===== src/rtl/sysid_reader.sv =====
// Avalon-MM read master that fetches the sysid ID and timestamp words
// and checks both against the build constants.
module sysid_reader #(
    parameter logic [31:0] EXPECTED_ID        = 32'd58678540,
    parameter logic [31:0] EXPECTED_TIMESTAMP = 32'd1283946474,
    parameter int unsigned READ_LATENCY       = 0,
    parameter int unsigned TIMEOUT_CYCLES     = 255
) (
    input  logic        clock,
    input  logic        reset_n,
    input  logic        start,
    output logic        avm_address,
    output logic        avm_read,
    input  logic        avm_waitrequest,
    input  logic [31:0] avm_readdata,
    output logic        busy,
    output logic        done,
    output logic [31:0] sys_id,
    output logic [31:0] timestamp,
    output logic        id_ok,
    output logic        ts_ok,
    output logic        timeout_err
);

    typedef enum logic [2:0] {
        IDLE,
        RD_ID,
        LAT_ID,
        RD_TS,
        LAT_TS,
        FIN
    } state_t;

    localparam logic [2:0]  LAT       = 3'(READ_LATENCY);
    localparam logic [15:0] WAIT_LAST = 16'(TIMEOUT_CYCLES - 1);

    state_t      state_q, state_d;
    logic [15:0] wait_q, wait_d;
    logic [2:0]  lat_q, lat_d;
    logic [31:0] sys_id_q, sys_id_d;
    logic [31:0] ts_q, ts_d;
    logic        id_ok_q, id_ok_d;
    logic        ts_ok_q, ts_ok_d;
    logic        tmo_q, tmo_d;

    // State, timers, captured words and flags
    always_ff @(posedge clock or negedge reset_n) begin
        if (!reset_n) begin
            state_q  <= IDLE;
            wait_q   <= '0;
            lat_q    <= '0;
            sys_id_q <= '0;
            ts_q     <= '0;
            id_ok_q  <= 1'b0;
            ts_ok_q  <= 1'b0;
            tmo_q    <= 1'b0;
        end else begin
            state_q  <= state_d;
            wait_q   <= wait_d;
            lat_q    <= lat_d;
            sys_id_q <= sys_id_d;
            ts_q     <= ts_d;
            id_ok_q  <= id_ok_d;
            ts_ok_q  <= ts_ok_d;
            tmo_q    <= tmo_d;
        end
    end

    // Next-state: two reads, each with stall timeout and fixed latency
    always_comb begin
        state_d  = state_q;
        wait_d   = wait_q;
        lat_d    = lat_q;
        sys_id_d = sys_id_q;
        ts_d     = ts_q;
        id_ok_d  = id_ok_q;
        ts_ok_d  = ts_ok_q;
        tmo_d    = tmo_q;
        unique case (state_q)
            IDLE: begin
                if (start) begin
                    state_d = RD_ID;
                    wait_d  = '0;
                    id_ok_d = 1'b0;
                    ts_ok_d = 1'b0;
                    tmo_d   = 1'b0;
                end
            end
            RD_ID: begin
                if (!avm_waitrequest) begin
                    if (LAT == 3'd0) begin
                        sys_id_d = avm_readdata;
                        id_ok_d  = (avm_readdata == EXPECTED_ID);
                        wait_d   = '0;
                        state_d  = RD_TS;
                    end else begin
                        lat_d   = 3'd1;
                        state_d = LAT_ID;
                    end
                end else if (wait_q == WAIT_LAST) begin
                    tmo_d   = 1'b1;
                    state_d = FIN;
                end else begin
                    wait_d = wait_q + 16'd1;
                end
            end
            LAT_ID: begin
                if (lat_q == LAT) begin
                    sys_id_d = avm_readdata;
                    id_ok_d  = (avm_readdata == EXPECTED_ID);
                    wait_d   = '0;
                    state_d  = RD_TS;
                end else begin
                    lat_d = lat_q + 3'd1;
                end
            end
            RD_TS: begin
                if (!avm_waitrequest) begin
                    if (LAT == 3'd0) begin
                        ts_d    = avm_readdata;
                        ts_ok_d = (avm_readdata == EXPECTED_TIMESTAMP);
                        state_d = FIN;
                    end else begin
                        lat_d   = 3'd1;
                        state_d = LAT_TS;
                    end
                end else if (wait_q == WAIT_LAST) begin
                    tmo_d   = 1'b1;
                    state_d = FIN;
                end else begin
                    wait_d = wait_q + 16'd1;
                end
            end
            LAT_TS: begin
                if (lat_q == LAT) begin
                    ts_d    = avm_readdata;
                    ts_ok_d = (avm_readdata == EXPECTED_TIMESTAMP);
                    state_d = FIN;
                end else begin
                    lat_d = lat_q + 3'd1;
                end
            end
            FIN: begin
                state_d = IDLE;
            end
            default: begin
                state_d = IDLE;
            end
        endcase
    end

    assign avm_read    = (state_q == RD_ID) || (state_q == RD_TS);
    assign avm_address = (state_q == RD_TS) || (state_q == LAT_TS);
    assign busy        = (state_q != IDLE);
    assign done        = (state_q == FIN);
    assign sys_id      = sys_id_q;
    assign timestamp   = ts_q;
    assign id_ok       = id_ok_q;
    assign ts_ok       = ts_ok_q;
    assign timeout_err = tmo_q;

endmodule


===== config.mk =====
export PLATFORM = sky130hd
export DESIGN_NAME = sysid_reader
export DESIGN_NICKNAME = d
export VERILOG_FILES = /design/src/rtl/sysid_reader.sv
export SDC_FILE = /design/constraint.sdc
export NUM_CORES = 1
export LEC_CHECK = 0
export ABC_AREA = 0
export CAP_MARGIN = 20
export CORE_MARGIN = 10
export CORE_UTILIZATION = 52
export DETAILED_ROUTE_END_ITERATION = 10
export MAX_ROUTING_LAYER = met4
export PLACE_DENSITY = 0.87
export SYNTH_ARGS = -nofsm -noshare
export SYNTH_HDL_FRONTEND = slang
export SYNTH_SLANG_ARGS = --single-unit

===== constraint.sdc =====
create_clock -name clock -period 6.2 [get_ports clock]
set_input_delay 1.24 -clock clock [delete_from_list [all_inputs] [get_ports clock]]
set_output_delay 1.24 -clock clock [all_outputs]
set_load 0.005 [all_outputs]

-- Word level (Yosys, flattened, before mapping)
Index checks and enable logic that the tools add are counted.
Widths: inputs -> output; s select.
- $add $sub $neg: 2
- equal/unequal tests: 16
- mux-type cells: 27
- bitwise gates (word level): 1
- reductions and logical operators: 21
- operators by type and width (cell ; count):
    $pmux 32 s2 ; 2
    $mux 16 ; 5
    $mux 32 ; 2
    $pmux 16 s4 ; 1
    $eq 32x26->1 const B ; 1
    $eq 32x31->1 const B ; 1
    $mux 3 ; 6
    $add 16x1->16 const B ; 1
    $eq 16x8->1 const B ; 1
    $reduce_and 4->1 ; 4
    $pmux 3 s5 ; 1
    $ne 2x2->1 const B ; 6
    $reduce_and 3->1 ; 3
    $reduce_bool 3->1 ; 3
    $mux 1 ; 7
    $eq 3x2->1 const B ; 2
    $eq 3x3->1 const B ; 2
    $logic_not 3->1 ; 2
    $pmux 1 s3 ; 2
    $reduce_bool 2->1 ; 3
    $ne 2x1->1 const B ; 2
    $reduce_bool 4->1 ; 1
    $reduce_or 2->1 ; 2
    $add 3x1->3 const B ; 1
    5 further kinds ; 6
- register bits: 89
- input bits: 36
- word-level logic and storage cells: 75

-- Logic depth before layout (Yosys ltp)
Gate-level depths: netlist (run 1).
- depth after elaboration: 4
- gate-level depth with buffers: 7

-- Worst setup path after synthesis (run 1)
No wires, ideal clock.
- path type: input to register
- start point: input port start
- end point: register wait_q[12]
- setup time: 0.078 ns
- data arrival time: 2.490 ns
- setup slack: 3.632 ns
- stages on the path: 5
- path through: nor2b_1 > o311a_1 > o211ai_4 > or3_2 > a21oi_1
- longest elaborated chain between the ends: 2
- RTL lines (element ; line ; RTL):
    start, declared ; 11 ; input logic start,
    $ne 2x2->1 (no line) ; n/a ;
    $reduce_and 4->1 (no line) ; n/a ;
    end signal, assigned ; 59 ; wait_q <= wait_d;
    end, declared ; 38 ; logic [15:0] wait_q, wait_d;
Every way passes these cells.
A chain may end at the register's enable or synchronous reset.

-- Worst setup path in the final report (run 1)
- start point: register state_q[1]
- end point: output port avm_address
- longest elaborated chain between the ends: 2
- RTL lines (element ; line ; RTL):
    start, declared ; 37 ; state_t state_q, state_d;
    start signal, assigned ; 58 ; state_q <= state_d;
    $eq 3x2->1 / $eq 3x3->1 (equally long branches) ; 153 ; assign avm_address = (state_q == RD_TS) || (state_q == LAT_TS);
    $logic_or 1x1->1 * ; 153 ;
    end, declared ; 12 ; output logic avm_address,
Mark *: on every way between the ends. The rest lies on a longest branch, timed or not.

==> flow_summary.yaml, run 1 <==
floorplanning:
  initial_utilization_pct: 53.8
  die-area_sq_um: 11500
  coreArea_sq_um: 7330
  fp.dieH_microns: 107
  ios: 107
  core.rowCount: 31
  chipWidth_microns: 107
logic_synthesis:
  ys_ff_latch: 89
  ys_seq_area_share_pct: 56.5
  synth_area_sq_um: 3940
  yosysWarnings: 0
  synth_compound_area_share_pct: 6.54
  syn_inst: 312
  syn_area_per_cell_sq_um: 12.6
  synth_edf_count: 0
  yosys.area_share.simple_pct: 12.3
  postSynthNetCount: 352
  synthMuxAreaShare_pct: 18.9
  synth_ff_type: "dfrtp_1"
  synth_top_family_by_area: "multiplexers"
  synth_fa_ha_area_share_pct: 1.27
  ys_types: 45
  synthXorXnorAreaFrac_pct: 2.67
  async_flop_share_pct: 100
sta:
  fin_setup_tns_ns: 0
  layout_setup_ws_ns: 2.83
  tightest_slew_ns: 0.937
  max_freq_mhz: 297
  setup_viol: 0
  maxSlewHeadroom_pct: 37.4
  clock_skew_ns: 0.0116
  hold_violations: 0
  slew_violations: 0
  rsz0062_at_grt: "no"
  fin_crit_ns: 3.37
  finalCritPeriodShare_pct: 54.3
clocking:
  ctsHoldBuffers: 0
  clk_pin_slew_ns: 0.08
  clk_latency_ns: 0.36
  cts_buffers: 9
  htreeDepth: 3
  clockRootBuffer: "clkbuf_8"
  ctsResizeCount: 0
  clock_path_buffers: 2
  cts_tree: "done"
  clock_sinks: 89
  postCtsSetupBuffers: 0
global_route:
  overflow: 0
  antenna_found_initial: 0
  grt_pass1_wl_microns: 16400
  grt_max_degree: 90
  track_usage_pct: 18.4
  grt_pass1_vias: 3117
drt:
  num_vias: 2907
  first_iter_violations: 98
  drc: 0
  vias_per_cell: 5.54
  drt-total-wl_microns: 10300
  drt_first_pass_iters: 4
  final_antenna_net_count: 0
  wl_per_cell_microns: 19.6
final_layout:
  antenna_cells: 0
  multiInputGateArea_sq_um: 1670
  syn2layout_area_growth_pct: 35.1
  fin_nets: 461
  num-fill-cells: 493
  regArea_sq_um: 2230
  fin_area_sq_um: 5330
  postLayoutCoreUtil_pct: 72.7
  drive_gt1_share_pct: 21.8
place:
  placed_area_sq_um: 5100
  io_buffers: 106
  dp_slack_ns: 2.67
  gp_congestion: 0.898
  hpwl_microns: 7510
critical_path:
  cp.arrival_ns: 2.13
  cp.required_ns: 4.96
  critical_path.cell_chain: "nor2_1 -> a22o_1 -> clkdlybuf4s50_1"
  crit_path_start_kind: "register"
  cp-end-kind: "output port"
  slowest_delay_ns: 0.53
  criticalPathCategory: "register to output port"
  critPathMaxFanout: 13
  slowest_stage: "dfrtp_1"
min_path:
  hold_path_class: "register to register"
power_and_ir_drop:
  p_leak_uw: 0.00219
  peakVddDrop_mv: 0.292
  power_density_nw_per_um2: 456
outcome:
  status: "finished clean"
run:
  cap_violations: 0
[metal layers]
metal / vias to the layer above / wire, microns / track usage (%)
li1: 1366 / - / -
met1: 1430 / 4210 / 21.4
met2: 96 / 4860 / 28.4
met3: 15 / 998 / 7.84
met4: 0 / 195 / 5.80
met5: - / 0 / -
[cells by family (layout without fill, tap and decap cells)]
group / count (synthesis) / in the layout
fa+ha+maj: 4 / 4
simple gates: 86 / 86
mux: 66 / 66
flops: 89 / 89
xor+xnor: 12 / 12
compound gates: 38 / 38
buf+inv: 17 / 131
[stage by stage]
step | std cells | power [uW] | hold WS (ns)
6_report | 525 | 2430 | 0.509
3_5_place_dp | 507 | 2070 | 0.495
5_1_grt | 525 | 2580 | 0.519
2_1_floorplan | 312 | 1430 | 0.474
3_3_place_gp | 507 | 2020 | 0.488
4_1_cts | 523 | 2430 | 0.513
[final cells by class]
class / instances / share of cell area, %
Clock inverter: 4 / 0.493
Sequential cell: 89 / 41.8
Timing Repair Buffer: 108 / 20.9
Inverter: 7 / 0.493
Multi-Input combinational cell: 206 / 31.3
Clock buffer: 12 / 2.72
Tap cell: 99 / 2.33
[where the power goes]
| group | total [uW] | leakage [uW] | internal [uW] | switching [uW] |
|---|---|---|---|---|
| clock network | 359 | 0.0000868 | 157 | 202 |
| registers | 961 | 0.00109 | 813 | 148 |
| logic | 1110 | 0.00101 | 691 | 416 |
[critical path, delay by kind of cell, from the launching register on]
| family | cells | cell delay, ns |
|---|---|---|
| flip-flops | 1 | 0.53 |
| buffers and inverters | 1 | 0.52 |
| AND/OR/NAND/NOR | 1 | 0.47 |
| AO/OA/AOI/OAI | 1 | 0.26 |
[flip-flops by register name, summed over array words and instances (netlist names)]
name         flops
id_ok            1
lat_q            3
state_q          3
sys_id          32
timeout_err      1
timestamp       32
ts_ok            1
wait_q          16
[synth_stat cells (2+ instances only)]
library cell,n,area [sq um]
nor2_1,18,67.6
o311a_1,2,20.0
nand4b_1,2,17.5
nand3_1,4,20.0
nor4_1,4,25.0
nor3_1,7,35.0
dfrtp_1,89,2230
mux2_2,66,743
nor2b_1,2,12.5
a211oi_1,2,15.0
and3b_1,2,17.5
or3_2,3,22.5
or3_1,5,31.3
xnor2_1,4,35.0
buf_2,7,35.0
o21ai_1,4,20.0
nor4bb_1,2,20.0
o21ai_0,8,40.0
ha_1,4,50.1
clkbuf_1,2,7.51
and4b_1,2,20.0
o311ai_0,2,17.5
a21oi_1,11,55.1
inv_1,6,22.5
a31oi_1,2,12.5
xor2_1,8,70.1
nand2_1,15,56.3
nor4b_1,3,26.3
nand4_1,10,62.6
[path summary, 6_finish.rpt]
path	from	end	slack, ns	cells past startpoint
min in group asynchronous	reset_n	wait_q[9]$_DFFE_PN0P_	0.73	1
worst max-delay path	state_q[1]$_DFFE_PN0P_	avm_address	2.83	3
worst min-delay path	sys_id[19]$_DFFE_PN0P_	sys_id[19]$_DFFE_PN0P_	0.51	1
worst min register to register	sys_id[19]$_DFFE_PN0P_	sys_id[19]$_DFFE_PN0P_	0.51	1
max in group asynchronous	reset_n	wait_q[1]$_DFFE_PN0P_	4.85	2
worst max register to register	lat_q[0]$_DFFE_PN0P_	sys_id[9]$_DFFE_PN0P_	3.80	6
[cells in the final DEF (no fill, tap or decap), types with 5 or more instances in the layout]
master | Yosys | routed
xor2_1 | 8 | 8
clkbuf_8 | 0 | 10
nand2_1 | 15 | 15
mux2_2 | 66 | 66
inv_1 | 6 | 6
clkdlybuf4s50_1 | 0 | 105
a21oi_1 | 11 | 11
dfrtp_1 | 89 | 89
nor3_1 | 7 | 7
nand4_1 | 10 | 10
nor2_1 | 18 | 17
or3_1 | 5 | 5
o21ai_0 | 8 | 8
(Power assumes the default switching activity.)
==> run 2: changes to the inputs <==
--- a/config.mk
+++ b/config.mk
@@ -8,10 +8,10 @@
 export ABC_AREA = 0
 export CAP_MARGIN = 20
 export CORE_MARGIN = 10
-export CORE_UTILIZATION = 52
+export CORE_UTILIZATION = 48
 export DETAILED_ROUTE_END_ITERATION = 10
 export MAX_ROUTING_LAYER = met4
-export PLACE_DENSITY = 0.87
+export PLACE_DENSITY = 0.82
 export SYNTH_ARGS = -nofsm -noshare
 export SYNTH_HDL_FRONTEND = slang
 export SYNTH_SLANG_ARGS = --single-unit
==> constraint.sdc (replaced) <==
create_clock -name clock -period 3.53 [get_ports clock]
set_input_delay 0.706 -clock clock [delete_from_list [all_inputs] [get_ports clock]]
set_output_delay 0.706 -clock clock [all_outputs]
set_load 0.005 [all_outputs]
==> run 2 against run 1 <==
Critical path depth increased by 1. Critical path type unchanged. Clock power up 120%. Worst setup slack worse by 2.2 ns. Sequential share of layout area is 0.26 points lower. Count of clock-buffer cells in the layout shrank 3. Hold slack worse by 0.053 ns. Combinational power increased by 73%. Critical endpoint unchanged. Via count is 0.45% higher. Global-route usage fell by 1.2 points.
==> flow_summary.yaml, run 2 (synthesis gave the netlist of run 1 again) <==
sta:
  finalCritPeriodShare_pct: 82.8
  fin_setup_tns_ns: 0
  maxSlewHeadroom_pct: 37.7
  max_freq_mhz: 342
  clock_skew_ns: 0.0162
  rsz0062_at_grt: "no"
  tightest_slew_ns: 0.935
  hold_violations: 0
  slew_violations: 0
  setup_viol: 0
  fin_crit_ns: 2.92
critical_path:
  cp-end-kind: "output port"
  slowest_stage: "dfrtp_1"
  cp.required_ns: 2.82
  crit_path_start_kind: "register"
  r2r-end: "wait_q[0]$_DFFE_PN0P_"
  r2r_setup_slack_ns: 1.28
  cp.arrival_ns: 2.22
  reg2regPathDepth: 5
  r2r-start: "wait_q[12]$_DFFE_PN0P_"
  slowest_delay_ns: 0.59
  critPathMaxFanout: 13
  criticalPathCategory: "register to output port"
  critical_path.cell_chain: "inv_1 -> nor2_1 -> a22o_1 -> clkdlybuf4s50_1"
outcome:
  status: "finished clean"
final_layout:
  syn2layout_area_growth_pct: 36.0
  fin_nets: 463
  num-fill-cells: 574
  antenna_cells: 0
  drive_gt1_share_pct: 22.7
  final_common_cell: "clkdlybuf4s50_1"
  regArea_sq_um: 2230
  final_cell_mix: "clkdlybuf4s50_1 (105), dfrtp_1 (89), mux2_2 (66)"
  postLayoutCoreUtil_pct: 68.3
  multiInputGateArea_sq_um: 1670
run:
  cap_violations: 0
drt:
  final_antenna_net_count: 0
  vias_per_cell: 5.51
  wl_per_cell_microns: 19.5
  num_vias: 2920
  drc: 0
  first_iter_violations: 100
  drt-total-wl_microns: 10300
  drt_first_pass_iters: 4
global_route:
  grt_pass1_vias: 3153
  grt_pass1_wl_microns: 16700
  grt_max_degree: 75
  overflow: 0
  track_usage_pct: 17.2
  antenna_found_initial: 0
clocking:
  cts_buffers: 9
  clockRootBuffer: "clkbuf_8"
  cts_tree: "done"
  htreeDepth: 3
  ctsResizeCount: 0
  clock_sinks: 89
  clk_pin_slew_ns: 0.10
  clk_latency_ns: 0.37
  ctsHoldBuffers: 0
  postCtsSetupBuffers: 0
  clock_path_buffers: 2
place:
  gp_congestion: 0.870
  io_buffers: 106
  hpwl_microns: 7620
power_and_ir_drop:
  p_leak_uw: 0.00220
  power_density_nw_per_um2: 820
  peakVddDrop_mv: 0.494
floorplanning:
  fp.dieH_microns: 111
  coreArea_sq_um: 7850
  chipWidth_microns: 111
  core.rowCount: 32
  die-area_sq_um: 12200
  initial_utilization_pct: 50.2
  ios: 107
min_path:
  hold_path_class: "primary input to asynchronous set/reset pin"
run 2: metrics by stage:
| stage | hold WS (ns) | cells | instance area (sq um) | power [uW] | setup slack, ns |
|---|---|---|---|---|---|
| after floorplan | 0.410 | 312 | 3940 | 2510 | 1.50 |
| final | 0.456 | 530 | 5360 | 4390 | 0.606 |
| after global routing | 0.516 | 530 | 5360 | 4660 | 0.480 |
| after CTS | 0.490 | 530 | 5360 | 4460 | 0.600 |
| after detailed placement | 0.469 | 514 | 5130 | 3640 | 0.787 |
| after global placement | 0.466 | 514 | 5130 | 3590 | 0.850 |
run 2: worst max path at each step:
| stage | from | endpoint | slack [ns] | cells after the start |
|---|---|---|---|---|
| 6_report | state_q[0]$_DFFE_PN0P_ | avm_address | 0.61 | 4 |
| 3_5_place_dp | start | wait_q[12]$_DFFE_PN0P_ | 0.79 | 6 |
| 5_1_grt | state_q[0]$_DFFE_PN0P_ | avm_address | 0.48 | 4 |
| 4_1_cts | state_q[0]$_DFFE_PN0P_ | avm_address | 0.60 | 4 |
| 3_3_place_gp | start | wait_q[12]$_DFFE_PN0P_ | 0.85 | 6 |
| 2_1_floorplan | start | wait_q[12]$_DFFE_PN0P_ | 1.50 | 5 |
run 2: final cells by class:
type,count,area share [%]
Timing Repair Buffer,110,20.3
Inverter,7,0.490
Clock inverter,7,1.91
Sequential cell,89,41.5
Clock buffer,9,2.31
Tap cell,102,2.38
Multi-Input combinational cell,206,31.1
run 2: worst max-delay path, delay by kind of cell (launching register included):
kind / cells / cell delay, ns
flops: 1 / 0.59
buf+inv: 2 / 0.72
compound gates: 1 / 0.25
simple gates: 1 / 0.29
run 2: per-layer routing:
metal  track usage, %  vias to the layer above  wire length, microns
met5                -                        -                     0
met4             5.18                        0                   112
met3             7.78                       13                   991
met2             26.3                       93                  4890
met1             19.9                     1454                  4340
li1                 -                     1360                     -
run 2: report_power, final:
| part | total, uW | switching (uW) | leakage, uW | internal (uW) |
|---|---|---|---|---|
| clock | 793 | 389 | 0.000104 | 404 |
| combinational | 1920 | 718 | 0.00100 | 1200 |
| sequential | 1680 | 256 | 0.00109 | 1430 |
| total | 4390 | 1360 | 0.00220 | 3030 |
==> patch 1: new RTL, flow settings as in run 2 <==
The 6 states of `state_t` get a Gray code encoding in 3 bits.
--- a/src/rtl/sysid_reader.sv
+++ b/src/rtl/sysid_reader.sv
@@ -24,10 +24,10 @@
 
     typedef enum logic [2:0] {
-        IDLE,
-        RD_ID,
-        LAT_ID,
-        RD_TS,
-        LAT_TS,
-        FIN
+        IDLE   = 3'b000,
+        RD_ID  = 3'b001,
+        LAT_ID = 3'b011,
+        RD_TS  = 3'b010,
+        LAT_TS = 3'b110,
+        FIN    = 3'b111
     } state_t;
 
Behaviour: no difference found for any inputs over 4 cycles, from zero or initial values and one cycle with reset_n low; so few cycles prove little.
==> patch 1 against run 2 <==
  * Non-clock buffer count is 1 higher
  * Total power is 4.1% higher
  * Sequential cell count stayed put
  * Synthesized area is 3.7% higher
  * Largest cell class unchanged
  * Count of clock-buffer cells in the layout is 2 higher
  * Critical path type unchanged
  * Via count is 2.3% lower
  * Routed wire length is 2.1% lower
  * Worst setup slack better by 0.13 ns
  * Design area is 1.2% higher
  * Largest power group unchanged
  * Highest routed layer unchanged
==> patch 1: results (changes against run 2) <==
clk_lat worst skew = 0.34 ns (-0.03 ns)
Final nets = 460 (-0.65%)
Routability Congestion = 0.896 (+2.9%)
crit share post-route = 0.792 (-0.0367)
Post-Synth Adder-Cell Area = 0.0122 (-0.000458)
Clock Skews = 0.0113 ns (-0.00495 ns)
pre-CTS WS = 0.753 ns (-0.0341 ns)
post-synth cell types = 51 (+13%)
Fill cells = 637 (+11%)
synth top area cells = dfrtp_1 54%, mux2_2 18%, xnor2_1 2.8%
DP HPWL = 7720 um (+1.3%)
mux share of post-synthesis cell area = 0.189 (+0.000843)
routed vias = 2854 (-2.3%)
largest net degree at the start of global routing = 55 (-27%)
setup slack, reg-to-reg = 1.25 ns (-0.03 ns)
switch share = 0.313 (+0.00275)
number of DRC markers in iteration 0 = 90 (-10%)
peak ir drop on the vdd network = 0.478 mV (-3.3%)
top cells by count, synth = 89 x dfrtp_1, 65 x mux2_2, 20 x nor2_1
Pleak = 2.18 nW (-0.79%)
compound-cell area share of the yosys netlist = 0.0379 (-0.0274)
vias in the first global route = 3152 (-0.032%)
gr usage total = 0.164 (-0.00861)
Reg-to-Reg End = sys_id[1]
slowest cell on the critical path = clkdlybuf4s50_1
outcome = finished, final reports clean
critical-path maximum fanout = 11 (-2)
Worst R2R Path Depth = 7 (+2)
Avg WL per Cell = 19.1 um (-1.9%)
Hold Path Class = input port to async pin
==> patch 1: worst min path at each step <==
stage                        start  cells after the start           end
final                      reset_n                      1     wait_q[7]
after global routing       reset_n                      1  timestamp[8]
after CTS                  reset_n                      1     wait_q[7]
after detailed placement  lat_q[2]                      1      lat_q[2]
after global placement    lat_q[2]                      1      lat_q[2]
after floorplan            reset_n                      0         id_ok
==> patch 1: kinds of logic (layout without fill, tap and decap cells) <==
logic type	Yosys count	in the layout
flops	89	89
fa+ha+maj	4	4
xor+xnor	17	17
mux	69	69
simple gates	90	90
buf+inv	24	136
compound gates	19	19
==> patch 1: power by group through the flow <==
| stage | registers [W] | clock network (W) | logic, W |
|---|---|---|---|
| CTS | 0.00172 | 0.000784 | 0.00213 |
| global placement | 0.00170 | 0 | 0.00207 |
| detailed placement | 0.00173 | 0 | 0.00211 |
| finish | 0.00171 | 0.000772 | 0.00209 |
| floorplan | 0.00170 | 0 | 0.00104 |
| global route | 0.00177 | 0.000830 | 0.00225 |
==> patch 1: per-stage QoR <==
stage	hold WS [ns]	utilization	cell area (sq um)	cells
floorplan	0.410	-	4090	312
global placement	0.463	0.631	5210	514
detailed placement	0.472	0.631	5210	514
CTS	0.416	0.657	5430	529
global route	0.435	0.657	5430	529
finish	0.390	0.657	5430	529
==> patch 1: layer usage <==
layer / up-vias / routed length, um / track usage
li1: 1335 / - / -
met5: - / 0 / -
met4: 0 / 62 / 0.0406
met1: 1427 / 4100 / 0.179
met3: 6 / 952 / 0.0703
met2: 86 / 5010 / 0.269
==> patch 1: layout make-up <==
type                            instances  share of cell area
Sequential cell                        89               0.410
Inverter                               10             0.00692
Clock inverter                          4              0.0141
Clock buffer                           11              0.0260
Timing Repair Buffer                  111               0.202
Tap cell                              105              0.0242
Multi-Input combinational cell        199               0.317
==> patch 2: new RTL, flow settings as in run 2 <==
Without the edit above. `TIMEOUT_CYCLES`: 255 -> 127.
--- a/src/rtl/sysid_reader.sv
+++ b/src/rtl/sysid_reader.sv
@@ -5,5 +5,5 @@
     parameter logic [31:0] EXPECTED_TIMESTAMP = 32'd1283946474,
     parameter int unsigned READ_LATENCY       = 0,
-    parameter int unsigned TIMEOUT_CYCLES     = 255
+    parameter int unsigned TIMEOUT_CYCLES     = 127
 ) (
     input  logic        clock,
Check against the original RTL: same outputs for any inputs over 10 cycles, from zero or initial values and one cycle with reset_n low; that may be too few to reach the edited logic, so the function may still have changed.
==> patch 2 against run 2 <==
  * Die area rose by 0.60%
  * Total power rose by 2.4%
  * Largest power group unchanged
  * Design area rose by 0.42%
  * Highest routed layer unchanged
  * Synthesized cell count rose by 0.64%
  * Routed wire length fell by 2.1%
  * Hold slack got worse by 0.039 ns
  * Synthesized area rose by 0.73%
  * Critical endpoint unchanged
  * Worst setup slack improved by 0.0011 ns
  * Sequential cell count did not move
  * Count of clock-buffer cells in the layout rose by 1
  * Global-route usage fell by 0.22 points
  * Fmax barely moved
  * Sequential power rose by 2%
==> patch 2: results (changes against run 2) <==
compound-cell area share of the yosys netlist = 0.0350 (-0.0304)
delay-heaviest family, CP = flip-flops
Post-Route M1 WL = 4110 um (-5.3%)
Buffers on Ports = 106 (unchanged)
fraction of registers with async set/reset = 1.00 (unchanged)
Avg WL per Cell = 18.9 um (-3.1%)
slowest cell on the critical path = dfrtp_1
Hold Path Class = input port to async pin
first-pass GRT wire length = 16400 um (-1.5%)
fin cells = 535 (+0.94%)
Routability Congestion = 0.835 (-4.0%)
crit path from = state_q[2]
number of DRC markers in iteration 0 = 89 (-11%)
worst path arrival time = 2.22 ns (about the same)
DP HPWL = 7410 um (-2.8%)
pre-CTS WS = 0.775 ns (-0.0121 ns)
initial antenna violation count = 0 (unchanged)
ant diodes = 0 (unchanged)
clk_lat worst skew = 0.36 ns
GR Util met1 = 0.181 (-0.0183)
Vias/cell = 5.40 (-1.9%)
met2 wire len = 4950 um (+1.3%)
syn nets = 354 (+0.57%)
syn_area_per_cell = 12.6 sq um (about the same)
uppermost layer routed = met4
outcome = finished, final reports clean
Power, Total = 0.00450 W (+2.4%)
share of layout cells above drive strength 1 = 0.226 (-0.00105)
Post-Synth Adder-Cell Area = 0.0126 (-0.0000920)
Met3 Wirelength = 907 um (-8.5%)
Final nets = 465 (+0.43%)
TritonCTS Buffers = 9 (unchanged)
Clock power frac = 0.165 (-0.015)
mux share of post-synthesis cell area = 0.193 (+0.00399)
R2R Path Start = lat_q[0]
top cells by count, synth = 89 x dfrtp_1, 67 x mux2_2, 25 x nor2_1
peak ir drop on the vdd network = 0.480 mV (-2.8%)
post-synth cell types = 41 (-8.9%)
placed cell count = 519 (+0.97%)
synth top area cells = dfrtp_1 56%, mux2_2 19%, xor2_1 2.9%
postcts setup bufs = 0 (unchanged)
largest net degree at the start of global routing = 63 (-16%)
vias in the first global route = 3128 (-0.79%)
Max clock buf depth = 2 (unchanged)
Syn. warnings = 0 (unchanged)
Detailed Routing Iterations Pass 1 = 4 (unchanged)
met2 usage = 0.272 (+0.00832)
Clock Skews = 0.00938 ns (-0.00685 ns)
gr usage total = 0.170 (-0.00217)
relative slew slack = 0.489 (+0.112)
Pleak = 2.28 nW (+3.6%)
switch share = 0.315 (+0.00484)
Max stage delay on crit path = 0.61 ns (+0.02 ns)
P_comb = 0.00204 W (+6%)
met3 Resource Use GR = 0.0774 (-0.000415)
Final Max Tran Viols = 0 (unchanged)
Post-Synth XOR/XNOR Area = 0.0353 (+0.00863)
CTS root buffer = clkbuf_8
sequential area share after synthesis = 0.561 (-0.00409)
Area after DPL = 0.00517 sq mm (+0.73%)
[patch 2: cell count changes after synthesis, sizes merged, moves of 4 or more]
cell   before  now
nor2       18   25
and3        2    8
a21oi      11    6
xor2        8   13
nand3       4   10
or3         8    2
nand2      15   11
o21ai      12    6
[patch 2: cell type report]
class	count	area (sq um)
multi-input cells	206	1670
clock inverters	6	73.8
repair buffers	112	1120
fillers	591	2750
well taps	105	131
clock buffers	10	138
flip-flops and latches	89	2230
inverters	7	26.3
[patch 2: path summary, 6_finish.rpt]
kind / endpoint / slack, ns / depth (start not counted)
worst min-delay path: lat_q[2] / 0.42 / 1
worst max register to register: sys_id[22] / 1.30 / 7
min in group clock: timestamp[9] / 0.51 / 1
max in group asynchronous: sys_id[19] / 2.40 / 2
worst min register to register: timestamp[9] / 0.51 / 1
worst max-delay path: avm_address / 0.61 / 4
